## config.mk

```make
export PLATFORM = sky130hd
export DESIGN_NAME = barrel_shifter_right_pipe
export DESIGN_NICKNAME = d
export VERILOG_FILES = /design/src/rtl/barrel_shifter_right_pipe.sv
export SDC_FILE = /design/constraint.sdc
export NUM_CORES = 1
export LEC_CHECK = 0
export ABC_AREA = 1
export CORE_MARGIN = 2
export CORE_UTILIZATION = 51
export CTS_CLUSTER_SIZE = 20
export DETAILED_ROUTE_END_ITERATION = 10
export PLACE_DENSITY = 0.74
export SYNTH_ARGS = -nofsm -noshare
export SYNTH_HDL_FRONTEND = slang
export SYNTH_SLANG_ARGS = --single-unit
```

## constraint.sdc

```tcl
create_clock -name clk -period 1.64 [get_ports clk]
set_clock_uncertainty 0.15 [all_clocks]
set_input_delay 0.328 -clock clk [delete_from_list [all_inputs] [get_ports clk]]
set_output_delay 0.328 -clock clk [all_outputs]
set_load 0.1 [all_outputs]
```

## src/rtl/barrel_shifter_right_pipe.sv

```systemverilog
// Four-stage pipelined right barrel shifter (LSR / ASR / ROR) with a valid/ready
// handshake on both ends and a single global stall.
module barrel_shifter_right_pipe #(
   parameter int unsigned WIDTH   = 16,
   parameter int unsigned SHAMT_W = 4
) (
   input  logic               clk,
   input  logic               reset,
   input  logic               in_valid,
   output logic               in_ready,
   input  logic [WIDTH-1:0]   bitsIn,
   input  logic [SHAMT_W-1:0] shamt,
   input  logic [1:0]         mode,
   output logic               out_valid,
   input  logic               out_ready,
   output logic [WIDTH-1:0]   bitsOut
);

   // Rotate refills from the word itself; LSR/ASR/reserved refill from the fill bit.
   function automatic logic [WIDTH-1:0] shr_step(input logic [WIDTH-1:0] d,
                                                 input int unsigned      n,
                                                 input logic [1:0]       m,
                                                 input logic             f);
      logic [WIDTH-1:0] src;
      src = (m == 2'b10) ? d : {WIDTH{f}};
      return (d >> n) | (src << (WIDTH - n));
   endfunction

   logic             advance;

   logic [WIDTH-1:0] s1_data_q, s1_data_d;
   logic [2:0]       s1_shamt_q, s1_shamt_d;
   logic [1:0]       s1_mode_q, s1_mode_d;
   logic             s1_fill_q, s1_fill_d;
   logic             s1_valid_q, s1_valid_d;

   logic [WIDTH-1:0] s2_data_q, s2_data_d;
   logic [1:0]       s2_shamt_q, s2_shamt_d;
   logic [1:0]       s2_mode_q, s2_mode_d;
   logic             s2_fill_q, s2_fill_d;
   logic             s2_valid_q, s2_valid_d;

   logic [WIDTH-1:0] s3_data_q, s3_data_d;
   logic             s3_shamt_q, s3_shamt_d;
   logic [1:0]       s3_mode_q, s3_mode_d;
   logic             s3_fill_q, s3_fill_d;
   logic             s3_valid_q, s3_valid_d;

   logic [WIDTH-1:0] s4_data_q, s4_data_d;
   logic             s4_valid_q, s4_valid_d;

   // Reset forces the pipe open so in_ready stays high while it is asserted.
   assign advance   = reset | ~s4_valid_q | out_ready;
   assign in_ready  = advance;
   assign out_valid = s4_valid_q;
   assign bitsOut   = s4_data_q;

   always_comb begin
      s1_data_d  = s1_data_q;
      s1_shamt_d = s1_shamt_q;
      s1_mode_d  = s1_mode_q;
      s1_fill_d  = s1_fill_q;
      s1_valid_d = s1_valid_q;
      s2_data_d  = s2_data_q;
      s2_shamt_d = s2_shamt_q;
      s2_mode_d  = s2_mode_q;
      s2_fill_d  = s2_fill_q;
      s2_valid_d = s2_valid_q;
      s3_data_d  = s3_data_q;
      s3_shamt_d = s3_shamt_q;
      s3_mode_d  = s3_mode_q;
      s3_fill_d  = s3_fill_q;
      s3_valid_d = s3_valid_q;
      s4_data_d  = s4_data_q;
      s4_valid_d = s4_valid_q;

      if (advance) begin
         s1_fill_d  = (mode == 2'b01) ? bitsIn[WIDTH-1] : 1'b0;
         s1_data_d  = shamt[0] ? shr_step(bitsIn, 1, mode, s1_fill_d) : bitsIn;
         s1_shamt_d = shamt[3:1];
         s1_mode_d  = mode;
         s1_valid_d = in_valid;

         s2_data_d  = s1_shamt_q[0] ? shr_step(s1_data_q, 2, s1_mode_q, s1_fill_q) : s1_data_q;
         s2_shamt_d = s1_shamt_q[2:1];
         s2_mode_d  = s1_mode_q;
         s2_fill_d  = s1_fill_q;
         s2_valid_d = s1_valid_q;

         s3_data_d  = s2_shamt_q[0] ? shr_step(s2_data_q, 4, s2_mode_q, s2_fill_q) : s2_data_q;
         s3_shamt_d = s2_shamt_q[1];
         s3_mode_d  = s2_mode_q;
         s3_fill_d  = s2_fill_q;
         s3_valid_d = s2_valid_q;

         s4_data_d  = s3_shamt_q ? shr_step(s3_data_q, 8, s3_mode_q, s3_fill_q) : s3_data_q;
         s4_valid_d = s3_valid_q;
      end
   end

   always_ff @(posedge clk) begin
      if (reset) begin
         s1_data_q  <= '0;
         s1_shamt_q <= '0;
         s1_mode_q  <= '0;
         s1_fill_q  <= 1'b0;
         s1_valid_q <= 1'b0;
         s2_data_q  <= '0;
         s2_shamt_q <= '0;
         s2_mode_q  <= '0;
         s2_fill_q  <= 1'b0;
         s2_valid_q <= 1'b0;
         s3_data_q  <= '0;
         s3_shamt_q <= 1'b0;
         s3_mode_q  <= '0;
         s3_fill_q  <= 1'b0;
         s3_valid_q <= 1'b0;
         s4_data_q  <= '0;
         s4_valid_q <= 1'b0;
      end else begin
         s1_data_q  <= s1_data_d;
         s1_shamt_q <= s1_shamt_d;
         s1_mode_q  <= s1_mode_d;
         s1_fill_q  <= s1_fill_d;
         s1_valid_q <= s1_valid_d;
         s2_data_q  <= s2_data_d;
         s2_shamt_q <= s2_shamt_d;
         s2_mode_q  <= s2_mode_d;
         s2_fill_q  <= s2_fill_d;
         s2_valid_q <= s2_valid_d;
         s3_data_q  <= s3_data_d;
         s3_shamt_q <= s3_shamt_d;
         s3_mode_q  <= s3_mode_d;
         s3_fill_q  <= s3_fill_d;
         s3_valid_q <= s3_valid_d;
         s4_data_q  <= s4_data_d;
         s4_valid_q <= s4_valid_d;
      end
   end

endmodule

```

==> metrics.cfg <==
[placed_design]
hpwl_um = 5213
numPortBuffers = 43
place.gp.congestion = 0.9265
place_ws_ns = -0.2080
dp.cells = 569

[timing]
fin_ws_ns = 0.04347
finalHoldViolations = 0
maxSlewHeadroom_pct = 68.97
period_share_pct = 97.35
final_max_slew_viol_count = 0
totalNegativeSetupSlack_ns = 0
setup_viol = 0
period_minus_slack_ns = 1.597
fmax_mhz = 626.4
grt_setup_unrepaired = no
worst_pin_slew_ns = 0.4637

[floorplan]
num_rows = 29
die_w_um = 85.98
pin_count = 44
die_area_mm2 = 0.007392
floorplan.initialDensity_pct = 53.36
die_y_um = 85.98
core_area_mm2 = 0.006422

[grt]
grt_antenna_before_repair = 0
gr-total-overflow = 0
grt_usage_pct = 21.30
grt_pass1_vias = 2918
grt_max_degree = 45
grt_pass1_wl_um = 12610

[critical_path]
worst-path-max-fanout = 3
endpoint = in_ready
startpoint_type = flip-flop
cp.arrival_ns = 1.12
r2r-start = out_valid
timing.rr.end = s2_data_q[14]
end_kind = primary output
r2r_cells = 6
crit_start = out_valid
cp.required_ns = 1.16
critPathKind = flip-flop to primary output
r2r_setup_slack_ns = 0.21

[power]
p_per_area_mw_per_mm2 = 1052
leakagePower_nw = 1.810
peakVddDrop_v = 0.0005283
finalPower_mw = 4.669

[min_path]
hp-class = primary input to flip-flop

[synthesis]
syn_inst = 456
seq_area_frac_synth_pct = 48.48
synth.avg_cell_area_um2 = 7.515
synth_top_cell_area_share_pct = 48.48
yosysUniqueCellTypes = 23
ys_seq_elements = 83
synth_nets = 482
ys_warn_count = 0
syn_area_mm2 = 0.003427
synth.largest_area_cell = dfxtp_1
yosys-top-cells-area = dfxtp_1 (48%), o21ai_0 (12%), nand2_1 (10%), o22ai_1 (5.1%), inv_1 (4.6%)

[detailed_routing]
vias = 3104
ant_nets = 0
first_pass_iters = 4
drc = 0
drtIter0Drc = 120
wl_per_cell_um = 12.56
drt-total-wl_um = 7358
viasPerCell = 5.297

[job]
max_cap_violations = 0

[layout]
instances_no_fill = 586
layout.nets = 530
antenna_cells = 0
area_growth_pct = 29.54
layout-drive-gt1-share_pct = 14.54

[clock_network]
cts_tree = built
holdBufCountCts = 0
clkSlewWorstSetupHoldPaths_ns = 0.08
clk_latency_ns = 0.35
cts_num_sinks = 83
cts_buffers = 9
clock-root-buffer = clkbuf_8
htreeDepth = 3
cts_buffer_depth = 2

[outcome]
status = finished, final reports clean

## area by class of cell
| cell class | instances | area (um2) |
|---|---|---|
| fill | 551 | 1983 |
| sequential | 83 | 1665 |
| multi-input combinational | 302 | 1463 |
| timing repair buffer | 62 | 800.8 |
| inverter | 46 | 177.7 |
| clock buffer | 12 | 166.4 |
| tap | 77 | 96.34 |
| clock inverter | 4 | 70.07 |
## how the worst min path moves through the flow
stage / slack [ns] / cells after the start / end / startpoint
after global placement: 0.28 / 2 / out_valid / s3_valid_q
after floorplan: 0.27 / 2 / out_valid / s3_valid_q
after CTS: 0.29 / 3 / s2_mode_q[0] / out_ready
after detailed placement: 0.29 / 2 / out_valid / s3_valid_q
final: 0.30 / 3 / s2_mode_q[0] / out_ready
after global routing: 0.31 / 3 / s2_mode_q[0] / out_ready
## sequential cells by signal, summed over array words and instances (netlist names)
| name | cells |
|---|---|
| bitsOut | 16 |
| out_valid | 1 |
| s1_data_q | 16 |
| s1_fill_q | 1 |
| s1_mode_q | 2 |
| s1_shamt_q | 3 |
| s1_valid_q | 1 |
| s2_data_q | 16 |
| s2_fill_q | 1 |
| s2_mode_q | 2 |
| s2_shamt_q | 2 |
| s2_valid_q | 1 |
| s3_data_q | 16 |
| s3_fill_q | 1 |
| s3_mode_q | 2 |
| s3_shamt_q | 1 |
| s3_valid_q | 1 |
## critical path, cell delays in order, from the launching register on
cell,delay (ns)
dfxtp_4,0.38
nand2_4,0.07
nor2_8,0.10
inv_4,0.06
buf_12,0.16
## placed cells by master (no fill, tap or decap), types with 5 or more instances in the layout
master,instances
o21ai_1,6
o21ai_0,82
clkbuf_8,10
dfxtp_1,82
a21oi_1,20
o31ai_1,10
nor2_1,35
or2_2,14
buf_4,15
inv_1,42
nand2_1,95
clkdlybuf4s50_1,23
o22ai_1,28
buf_12,22
nand3_1,5
## kinds of logic (layout without fill, tap and decap cells)
kind of cell           after synthesis  count (layout)  synth area share (%)
AND/OR/NAND/NOR                    153             153                 18.95
AO/OA/AOI/OAI                      149             149                 23.73
flip-flops                          83              83                 48.48
buffers and inverters               71             124                 8.836
## synthesized netlist by cell type (all sizes together)
| cell type | instances |
|---|---|
| a31oi | 1 |
| a22o | 1 |
| buf | 20 |
| a22oi | 1 |
| dfxtp | 83 |
| nand4 | 1 |
| or2 | 14 |
| nor2 | 36 |
| o31ai | 10 |
| a21oi | 20 |
| nand2 | 97 |
| clkbuf | 5 |
| o21ai | 88 |
| o22ai | 28 |
| nand3 | 5 |
| inv | 46 |
## per-layer routing
metal  wire, um  global-route usage, %
met1       3308                  25.57
met4        112                  10.53
met3        384                  3.561
met2       3552                  36.72
met5          0                      0
## report_power, final
group	switching (mW)	total [mW]	internal, mW	leakage, nW
Clock	0.700	1.69	0.987	0.121
Sequential	0.0932	2.25	2.15	0.685
Combinational	0.438	0.735	0.297	1.00
## what timing repair did
item,in CTS,in global routing
setup endpoints to repair,1,0
endpoints found under the hold margin,0,0
gates resized for setup,3,0
setup buffers,1,0
## per-stage QoR
step / cell area, um2 / hold WS (ns) / utilization, %
after floorplan: 3433 / 0.2714 / -
after global placement: 4195 / 0.2848 / 65.32
after detailed placement: 4195 / 0.2921 / 65.32
after CTS: 4439 / 0.2877 / 69.12
after global routing: 4439 / 0.3068 / 69.12
final: 4439 / 0.2952 / 69.12
Power figures use the tool's default switching activity.
==> patch, RTL diff (same flow settings) <==
`WIDTH`: 16 -> 32.
--- a/src/rtl/barrel_shifter_right_pipe.sv
+++ b/src/rtl/barrel_shifter_right_pipe.sv
@@ -1,7 +1,7 @@
 // Four-stage pipelined right barrel shifter (LSR / ASR / ROR) with a valid/ready
 // handshake on both ends and a single global stall.
 module barrel_shifter_right_pipe #(
-   parameter int unsigned WIDTH   = 16,
+   parameter int unsigned WIDTH   = 32,
    parameter int unsigned SHAMT_W = 4
 ) (
    input  logic               clk,
Interface: changed (resized bitsIn and bitsOut); port bits go from 44 to 76. The function was not compared with the original's and may differ.
==> patch against the unedited design <==
- setup slack worse by 11 ps
- sequential cell count rose by 64
- sequential power grew 79%
- wire length is 100% higher
- power up 100%
- design area rose by 80%
- non-clock buffer count increased by 38
- area after synthesis increased by 76%
- largest power group is now clock
- highest routed layer unchanged
==> patch: results (changes against the unedited design) <==
| Metric | Value |
|---|---|
| Outcome | `complete, no violations` |
| Share of synthesized flip-flops with an asynchronous set or reset | `0 (unchanged)` |
| Largest net degree at the start of global routing | `55 (+22%)` |
| H-tree levels | `4 (+1)` |
| Hold Crit Endpoint | `out_valid` |
| Starting DRC count in detailed routing | `350 (+190%)` |
| Vias in the first global route | `5416 (+86%)` |
| Hold Buf Count CTS | `0 (unchanged)` |
| Syn_nets | `849 (+76%)` |
| Hold depth | `2 (-1)` |
| Worst min path class | `in2reg` |
| ANT cells | `0 (unchanged)` |
| Cell count after placement | `991 (+74%)` |
| Yosys cell types | `22 (-4.3%)` |
| CP max FO | `2 (-1)` |
| LEAKAGE | `0.00320 µW (+77%)` |
| Synthesized instance count | `807 (+77%)` |
| Share of cells above drive strength 1 | `0.144 (-0.00123)` |
| R2r endpoint | `s3_data_q[27]` |
| HP Start | `reset` |
| Seq/Total Area, Yosys | `0.487 (+0.00231)` |
| Design Area, Final | `8010 µm² (+80%)` |
| Fin. max-slew vios | `0 (unchanged)` |
| Worst Reg-to-Reg Cells | `4 (-2)` |
| Top cells by count, synth | `nand2_1 (178), dfxtp_1 (147), o21ai_0 (113)` |
| Worst R2R Setup Slack | `180 ps (-30 ps)` |
| Total track usage | `0.241 (+0.0283)` |
| Clk slew on worst S/H paths | `60 ps (-20 ps)` |
| Drt wl/cell | `14.5 µm (+15%)` |
| Number of port buffers | `75 (+74%)` |
| CP arrival | `1130 ps` |
| Nets | `912 (+72%)` |
| Initial antenna violation count | `0 (unchanged)` |
| Max-slew headroom | `0.697 (+0.00698)` |
| CTS Root Cell | `clkbuf_16` |
| Via count | `5629 (+81%)` |
| Worst r2r src | `s2_shamt_q[0]` |
| Clock Latency Late Sink | `420 ps (+70 ps)` |
| Dpl cell area | `7340 µm² (+75%)` |
| Max IR drop VDD | `0.663 mV (+25%)` |
| Detailed placement HPWL | `10500 µm (+100%)` |
| TritonCTS buffer count | `17 (+8)` |
| CTS max path bufs | `2 (unchanged)` |
| RePlAce Congestion | `0.882 (-4.8%)` |
| Top cells by area, synth | `dfxtp_1 (49%), nand2_1 (11%), o21ai_0 (9.4%)` |
| Synth warnings | `0 (unchanged)` |
| Drt total wl | `14800 µm (+100%)` |
| First-pass GRT wire length | `24900 µm (+97%)` |
| Drt pass-1 iters | `5 (+1)` |
## patch: worst max path at each step
| stage | from | to | slack, ps | depth (start not counted) |
|---|---|---|---|---|
| global placement | out_ready | bitsOut[10] | -130 | 8 |
| CTS | out_valid | in_ready | 30 | 4 |
| detailed placement | reset | s2_data_q[16] | -180 | 5 |
| global route | out_valid | in_ready | 3 | 4 |
| finish | out_valid | in_ready | 30 | 4 |
| floorplan | out_valid | in_ready | 40 | 4 |
## patch: cells by family (layout without fill, tap and decap cells)
family                 Yosys count  in the layout  synth area share
flip-flops                     147            147             0.487
buffers and inverters          109            183            0.0783
AND/OR/NAND/NOR                317            317             0.213
AO/OA/AOI/OAI                  234            234             0.222
## patch: timing repair
| action | 4_1_cts | 5_1_grt |
|---|---|---|
| pin swaps | 1 | 0 |
| endpoints found under the setup margin | 1 | 1 |
| setup buffers | 3 | 0 |
| gates resized for setup | 3 | 1 |
## patch: critical path, cell delays in order, from the launching register on
cell	delay, ps
dfxtp_4	360
nand2_4	60
nor2_4	90
inv_2	60
buf_12	160
## patch: report_power, final
part / switching [µW] / leakage [µW] / internal, µW
clock: 1400 / 0.000318 / 2790
sequential: 206 / 0.00121 / 3820
combinational: 769 / 0.00167 / 520
## patch: through the flow
step                       util  hold slack, ps  setup slack, ps
after floorplan               -             237             42.7
after global placement    0.640             285             -129
after detailed placement  0.640             298             -185
after CTS                 0.698             178             31.0
after global routing      0.698             187             3.28
final                     0.698             191             32.7
## patch: routing by layer
layer / up-vias / global-route usage / wire [µm] / share of wire
li1: 2810 / - / - / -
met1: 2603 / 0.300 / 6610 / 0.45
met5: - / 0 / 0 / 0
met4: 0 / 0.103 / 323 / 0.022
met2: 183 / 0.404 / 7110 / 0.48
met3: 33 / 0.0552 / 798 / 0.054
## patch: area by class of cell
class / count / area, µm²
Clock buffer: 20 / 467
Clock inverter: 10 / 179
Fill cell: 885 / 3460
Inverter: 53 / 199
Multi-Input combinational cell: 551 / 2630
Sequential cell: 147 / 2950
Tap cell: 143 / 179
Timing Repair Buffer: 100 / 1400
